==> config.mk <==
export PLATFORM = sky130hd
export DESIGN_NAME = wb_drain_ctrl
export DESIGN_NICKNAME = d
export VERILOG_FILES = /design/src/rtl/wb_drain_ctrl.sv
export SDC_FILE = /design/constraint.sdc
export NUM_CORES = 1
export LEC_CHECK = 0
export CAP_MARGIN = 20
export CORE_AREA = 2 2 427 429
export CTS_CLUSTER_DIAMETER = 150
export DETAILED_ROUTE_END_ITERATION = 8
export DIE_AREA = 0 0 429 431
export SYNTH_ARGS = -nofsm -noshare
export SYNTH_HDL_FRONTEND = slang
export SYNTH_SLANG_ARGS = --single-unit
==> constraint.sdc <==
create_clock -name clk -period 12.6 [get_ports clk]
set_input_delay 2.52 -clock clk [delete_from_list [all_inputs] [get_ports clk]]
set_output_delay 2.52 -clock clk [all_outputs]
set_load 0.02 [all_outputs]
==> src/rtl/wb_drain_ctrl.sv <==
// Write-back drain controller: retires replacement-buffer victim lines to pmem and
// shares the pmem port with cache-miss line fetches under a bounded-starvation arbiter.
module wb_drain_ctrl #(
  parameter int unsigned TAG_W        = 11,
  parameter int unsigned OFFSET_W     = 5,
  parameter int unsigned LINE_W       = 256,
  parameter int unsigned STARVE_LIMIT = 4
) (
  input  logic                        clk,
  input  logic                        reset,
  input  logic                        wb_waiting,
  input  logic                        wb_full,
  input  logic [LINE_W-1:0]           wb_line,
  input  logic [TAG_W-1:0]            wb_tag,
  output logic                        wb_inc_cur_ptr,
  input  logic                        fetch_req,
  input  logic [TAG_W+OFFSET_W-1:0]   fetch_addr,
  output logic                        fetch_resp,
  output logic [LINE_W-1:0]           fetch_rdata,
  output logic [TAG_W+OFFSET_W-1:0]   pmem_address,
  output logic [LINE_W-1:0]           pmem_wdata,
  output logic                        pmem_read,
  output logic                        pmem_write,
  input  logic                        pmem_resp,
  input  logic [LINE_W-1:0]           pmem_rdata,
  output logic                        drain_busy,
  output logic [TAG_W-1:0]            drain_tag
);

  localparam int unsigned ADDR_W   = TAG_W + OFFSET_W;
  localparam int unsigned STREAK_W = $clog2(STARVE_LIMIT + 1);

  typedef enum logic [1:0] {
    IDLE   = 2'd0,
    DRAIN  = 2'd1,
    FETCH  = 2'd2,
    RETIRE = 2'd3
  } state_t;

  state_t              state;
  logic [STREAK_W-1:0] streak;
  logic [LINE_W-1:0]   line_q;
  logic [TAG_W-1:0]    tag_q;
  logic [TAG_W-1:0]    addr_q;

  logic streak_sat;
  logic drain_go;

  // Offset bits of the fetch address never reach pmem; addresses are line-aligned.
  logic unused_offset_bits;
  assign unused_offset_bits = ^fetch_addr[OFFSET_W-1:0];

  assign streak_sat = (streak == STREAK_W'(STARVE_LIMIT));
  // A waiting drain wins when the buffer is full, fetches have starved it, or no fetch competes.
  assign drain_go   = wb_waiting && (wb_full || streak_sat || !fetch_req);

  // Arbitration FSM; the latched line/tag/address are private copies so the buffer may move on.
  always_ff @(posedge clk or posedge reset) begin
    if (reset) begin
      state  <= IDLE;
      streak <= '0;
      line_q <= '0;
      tag_q  <= '0;
      addr_q <= '0;
    end else begin
      unique case (state)
        IDLE: begin
          if (drain_go) begin
            state  <= DRAIN;
            line_q <= wb_line;
            tag_q  <= wb_tag;
            streak <= '0;
          end else if (fetch_req) begin
            state  <= FETCH;
            addr_q <= fetch_addr[ADDR_W-1:OFFSET_W];
            if (wb_waiting && !streak_sat) begin
              streak <= streak + STREAK_W'(1);
            end
          end
        end
        DRAIN: begin
          if (pmem_resp) begin
            state <= RETIRE;
          end
        end
        FETCH: begin
          if (pmem_resp) begin
            state <= IDLE;
          end
        end
        RETIRE: begin
          state <= IDLE;
        end
        default: begin
          state <= IDLE;
        end
      endcase
    end
  end

  // Moore strobes decoded from the state register; fetch completion passes pmem_resp through.
  always_comb begin
    pmem_read      = 1'b0;
    pmem_write     = 1'b0;
    pmem_address   = '0;
    pmem_wdata     = '0;
    wb_inc_cur_ptr = 1'b0;
    fetch_resp     = 1'b0;
    fetch_rdata    = '0;
    drain_busy     = 1'b0;
    unique case (state)
      DRAIN: begin
        pmem_write   = 1'b1;
        pmem_address = {tag_q, OFFSET_W'(0)};
        pmem_wdata   = line_q;
        drain_busy   = 1'b1;
      end
      FETCH: begin
        pmem_read    = 1'b1;
        pmem_address = {addr_q, OFFSET_W'(0)};
        fetch_resp   = pmem_resp;
        if (pmem_resp) begin
          fetch_rdata = pmem_rdata;
        end
      end
      RETIRE: begin
        wb_inc_cur_ptr = 1'b1;
        drain_busy     = 1'b1;
      end
      default: begin
      end
    endcase
  end

  assign drain_tag = tag_q;

endmodule

==> results of run 1 <==
-- worst max-delay path, stage by stage --
cell and delay (ns):
buf_6 0.44, buf_4 0.58, buf_16 0.34, and3_1 0.23, clkdlybuf4s50_1 0.87
-- layout make-up --
class | instances | area [um2]
Multi-Input combinational cell | 850 | 7661
Timing Repair Buffer | 1093 | 10960
Clock inverter | 20 | 282.8
Antenna cell | 30 | 75.07
Sequential cell | 283 | 7082
Inverter | 7 | 33.78
Tap cell | 2370 | 2965
Clock buffer | 58 | 1212
Fill cell | 19955 | 149900
-- worst max path at each step --
stage                   start               to  slack [ns]
floorplan               reset        addr_q[0]        2.27
global placement    pmem_resp  fetch_rdata[95]        4.85
detailed placement  pmem_resp  fetch_rdata[95]        5.04
CTS                  state[1]    pmem_wdata[4]        5.02
global route        pmem_resp  fetch_rdata[95]        4.80
finish              pmem_resp  fetch_rdata[95]        4.91
-- cells in the final DEF (no fill, tap or decap), types with 3 or more instances in the layout --
cell type | netlist | layout
clkdlybuf4s50_1 | 0 | 1077
nand2_1 | 3 | 3
clkbuf_1 | 90 | 7
clkbuf_8 | 0 | 8
ha_1 | 7 | 5
clkinv_4 | 0 | 4
inv_1 | 7 | 6
nor2b_1 | 12 | 12
o21ai_0 | 4 | 4
dfrtp_1 | 283 | 283
buf_4 | 8 | 12
a22oi_1 | 11 | 11
mux2_4 | 230 | 230
diode_2 | 0 | 30
bufinv_16 | 0 | 4
clkinv_2 | 0 | 4
clkinvlp_4 | 0 | 4
conb_1 | 1 | 5
and2_1 | 258 | 258
clkbuf_16 | 0 | 43
and3_1 | 256 | 256
mux2_2 | 48 | 48
-- power by group through the flow --
stage	logic, mW	clock network (mW)	registers (mW)
3_3_place_gp	3.72	0	1.66
5_1_grt	3.88	1.38	1.72
3_5_place_dp	3.73	0	1.67
4_1_cts	3.76	1.35	1.67
6_report	3.69	1.30	1.67
2_1_floorplan	2.04	0	1.57
-- state kept, by name, summed over array words and instances (netlist names) --
signal / count
drain_tag: 11
addr_q: 11
line_q: 256
streak: 3
state: 2
-- logic make-up after synthesis --
kind of cell / Yosys count / synth area share (%)
AND/OR/NAND/NOR: 536 / 21.37
AO/OA/AOI/OAI: 23 / 1.168
buffers and inverters: 132 / 6.015
other: 1 / 0.02397
multiplexers: 279 / 25.59
adder cells (fa/ha/maj): 7 / 0.5598
flip-flops: 283 / 45.27
-- layer usage --
layer  part of all wire (%)  up-vias  global-route usage [%]
met5                   0.86        -                   1.405
met4                    2.7      156                   4.785
met3                     19      333                   14.20
met2                     42      820                   22.78
met1                     35     7296                   16.46
li1                       -     6380                       -
-- stage by stage --
| step | setup slack, ns | hold slack, ns | std cells |
|---|---|---|---|
| floorplan | 2.273 | 0.4727 | 1265 |
| global placement | 4.852 | 0.4840 | 4601 |
| detailed placement | 5.042 | 0.4843 | 4602 |
| CTS | 5.016 | 0.5015 | 4680 |
| global route | 4.797 | 0.5130 | 4697 |
| finish | 4.913 | 0.4988 | 4711 |
==> run metrics, run 1 <==
status completed; final hold vios 0; Starting Density 8.683%; share of cells above drive strength 1 16.14%; Skew-Pair Late Insertion Delay 0.64 ns; worst slew pin tran 1.026 ns; # DRC 0; Synth cell types 30; CTS Buf Count 42; Main synth FF type dfrtp_1; sequential share of the synthesized area 45.27%; FF-to-FF End line_q[123]; Synthesis Warnings 0; Clk pin slew, worst setup/hold paths 0.06 ns; Tcrit/Tclk final 61.00%; post-route antenna net violation count 0; standard-cell rows 156; critical path fanouts, max 98; VDD IR max 93.11 uV; via count of the routed design 14985; Layout area overhead 93.49%; EDFF count, synth 0; Net count, final 2829; H-Tree Depth 2; max-slew violations 0; clock buffer depth 3; Setup Viol. Count Final 0; routed wire length 152300 um; largest net degree at the start of global routing 114; endpoint of the worst hold path line_q[152]; most frequent cell after synthesis dfrtp_1; first-pass GRT wire length 184900 um; CP Capture Type output port; CP Data Required Time 10.08 ns; Post-DP Area 28670 um2; Post-synth ARST share 100.0%; share of the synthesized area in the top cell type 45.27%; Worst Reg2Reg Path Length in Cells 7; CTS resizes 0; sequential share of power 25.1%; CTS sink cnt 283; PD cells 219.7 nW/um2; Core Util, Final 16.80%; Routed WL per cell 32.34 um; Clock Skew 0.02180 ns; Clock power frac 19.5%; port bufs 1078; Max-Cap Viols 0; Rel. slew slack 31.59%; Combinational Power Share 55.4%; RSZ-0062 raised after global routing false; Die Width 429 um; Tot GR Track Use 15.82%; synth cell count leaders 283 x dfrtp_1, 258 x and2_1, 256 x and3_1; Die Y 431 um; Final Wtd Congestion 0.9741; Ports 1089; Switch Pwr 2.694 mW; Peak Freq 0.1301 GHz; drt first pass iters 5; hold path startpoint line_q[152]; Core ar. 180200 um2; Internal 3.955 mW; DR iter-0 viols 919; CP Launch Type primary input; Mapped Area 15640 um2; cell taking the most area after synthesis dfrtp_1; crit path time final 7.687 ns; switching part of the total 40.52%; R2R Setup Slk 8.69 ns; Final TNS setup 0 ns; reg-to-reg startpoint state[0]; Power Total 6.649 mW; Hold/Removal Path Class reg -> reg; initial antenna violation count 209; die area 184900 um2; cells after synthesis 1261; leak pwr 12.39 nW; hpwl dp 132900 um; gr ovfl total 0; Finished Cell Area 30270 um2; synthesis-stage register bit count 283; CP Class in -> out; CTS tree built; Setup Buffers After CTS 0; vias in the first global route 14889; Root Buffer clkbuf_16; Avg Cell Area, Syn 12.41 um2; Arr. time, crit path 5.17 ns; synth top area cells dfrtp_1 45%, mux2_4 22%, and2_1 10%, and3_1 10%, mux2_2 3.5%; # hold bufs at CTS 0; post-DR vias/cell 3.181; WHS Path Cells 1
(Power assumes the default switching activity.)
==> inputs of run 2 (changes only) <==
Clock period 12.6 ns to 7.3 ns, I/O delays scaled along.
==> run 2 against run 1 <==
Compared with the run above: critical path depth grew 1; total power increased by 75%; global-route usage rose by 0.24 points; via count decreased by 0.51%; combinational power up 74%; design area grew 0.24%; register-to-register slack got worse by 4.4 ns; die area is the same.
==> run metrics, run 2 (same netlist as run 1, synthesis figures left out) <==
Final Wtd Congestion 0.9687 (-0.55%); gr ovfl total 0 (unchanged); CP max stage delay 0.82 ns (-0.05 ns); Clock power frac 19.6% (about the same); worst slew pin tran 1.056 ns (+0.03020 ns); reg-to-reg startpoint state[0]; Routed WL per cell 32.83 um (+1.5%); most frequent cells in the layout 1077 x clkdlybuf4s50_1, 283 x dfrtp_1, 258 x and2_1; Starting Density 8.683% (unchanged); crit-path leading delay family buffers and inverters; max-slew violations 0 (unchanged); Fillers 20019 (+0.32%); Clock Skew 0.03829 ns (+0.01649 ns); Rel. slew slack 29.43% (-2.2 points); crit path buf inv count 3 (-1); Tot GR Track Use 16.05% (+0.24 points); commonest non-fill, non-tap cell in the layout clkdlybuf4s50_1; crit path time final 5.788 ns; initial antenna violation count 132 (-37%); Storage cell area 7082 um2 (unchanged); drt first pass iters 5 (unchanged); max reg flops 256 (unchanged); critical path depth 6 (+1); H-Tree Depth 2 (unchanged); # DRC 0 (unchanged); Hold/Removal Path Class reg -> reg; Setup Viol. Count Final 0 (unchanged); CP Class reg -> out; Die Y 431 um (unchanged); Switch Pwr 4.738 mW (+76%); # hold bufs at CTS 0 (unchanged); sequential share of power 25.0% (about the same); crit-path cells inv_1, ha_4, buf_4, a22oi_1, nor2b_1, clkdlybuf4s50_1; Die Width 429 um (unchanged); RSZ-0062 raised after global routing false; CP Capture Type output port; leak pwr 12.43 nW (+0.32%); VDD IR max 151.5 uV (+63%); Internal 6.866 mW (+74%); largest net degree at the start of global routing 113 (-0.88%); post-route antenna net violation count 0 (unchanged); status completed; first-pass GRT wire length 187500 um (+1.4%); share of cells above drive strength 1 16.51% (+0.37 points); Core Util, Final 16.84% (+0.040 points); Max-Cap Viols 0 (unchanged); Layout area overhead 93.95%; Placed Cells 4608 (+0.13%); clock buffer depth 3 (unchanged); CP startpoint state[0]; multi-input logic area 7661 um2 (unchanged); PD cells 382.5 nW/um2 (+74%); port bufs 1078 (unchanged); Combinational Power Share 55.4% (about the same); DR iter-0 viols 1003 (+9.1%); Peak Freq 0.1728 GHz; Skew-Pair Late Insertion Delay 0.64 ns (about the same); Root Buffer clkbuf_16; vias in the first global route 15165 (+1.9%); fin cells 4707 (-0.085%); post-DR vias/cell 3.167 (-0.42%); die area 184900 um2 (unchanged); FF-to-FF End line_q[74]; standard-cell rows 156 (unchanged); CTS resizes 0 (unchanged); final hold vios 0 (unchanged); Setup Buffers After CTS 0 (unchanged); CTS Buf Count 42 (unchanged); slowest CP cell clkdlybuf4s50_1; CP Data Required Time 5.84 ns (-4.24 ns); Arr. time, crit path 4.33 ns (-0.84 ns); hpwl dp 135200 um (+1.7%); CTS tree built; switching part of the total 40.83% (+0.32 points); via count of the routed design 14909 (-0.51%); Final TNS setup 0 ns (unchanged); Largest Register line_q; Net count, final 2834 (+0.18%); Tcrit/Tclk final 79.29%; Ports 1089 (unchanged); critical path fanouts, max 94 (-4.1%); Core ar. 180200 um2 (unchanged); CTS sink cnt 283 (unchanged); Worst Reg2Reg Path Length in Cells 6 (-1); R2R Setup Slk 4.26 ns (-4.43 ns); CP Launch Type register; CP endpoint pmem_address[11]; routed wire length 154500 um (+1.4%); Clk pin slew, worst setup/hold paths 0.06 ns (about the same)
[run 2: changes by cell type in the layout (fill, tap and decap cells not counted), moves of 3 or more]
cell        previous run  this run
buf_12                 1         5
diode_2               30        23
clkbuf_1               7         1
clkbuf_8               8        11
clkinvlp_4             4         7
clkinv_4               4         1
[run 2: worst reg2reg max path: stages, from the launching register on]
cell and delay (ns):
dfrtp_1 0.43, inv_1 0.18, ha_1 0.23, nand2_1 0.15, a21oi_4 0.78, buf_4 0.72, mux2_2 0.46
[run 2: power groups by stage]
stage / combinational (mW) / sequential [mW] / clock [mW]
detailed placement: 6.51 / 2.91 / 0
floorplan: 3.52 / 2.70 / 0
finish: 6.43 / 2.90 / 2.28
global placement: 6.51 / 2.89 / 0
CTS: 6.56 / 2.90 / 2.37
global route: 6.77 / 2.99 / 2.41
[run 2: layout make-up]
type / instances / share of cell area, %
Timing Repair Buffer: 1098 / 36.28
Multi-Input combinational cell: 850 / 25.25
Sequential cell: 283 / 23.34
Tap cell: 2370 / 9.773
Clock buffer: 54 / 3.975
Clock inverter: 22 / 1.093
Antenna cell: 23 / 0.1897
Inverter: 7 / 0.09897
[run 2: worst min-delay path by stage]
stage / start / end / slack, ns / cells after the start
floorplan: line_q[70] / line_q[70] / 0.47 / 1
global placement: line_q[41] / line_q[41] / 0.48 / 1
detailed placement: line_q[111] / line_q[111] / 0.49 / 1
CTS: line_q[141] / line_q[141] / 0.50 / 1
global route: line_q[171] / line_q[171] / 0.51 / 1
finish: line_q[139] / line_q[139] / 0.50 / 1
[run 2: layer usage]
metal	global-route usage [%]	wire length (um)
met1	17.94	57520
met4	3.725	3461
met3	12.15	26080
met2	23.98	67060
met5	0	427
[run 2: per-stage QoR]
step / setup WS, ns / instance area (um2) / total power [mW] / hold WS [ns]
floorplan: 2.091 / 15660 / 6.222 / 0.4727
global placement: 2.288 / 28740 / 9.407 / 0.4827
detailed placement: 2.286 / 28750 / 9.420 / 0.4856
CTS: 1.577 / 30280 / 11.83 / 0.5011
global route: 1.371 / 30310 / 12.17 / 0.5091
finish: 1.512 / 30340 / 11.60 / 0.4970
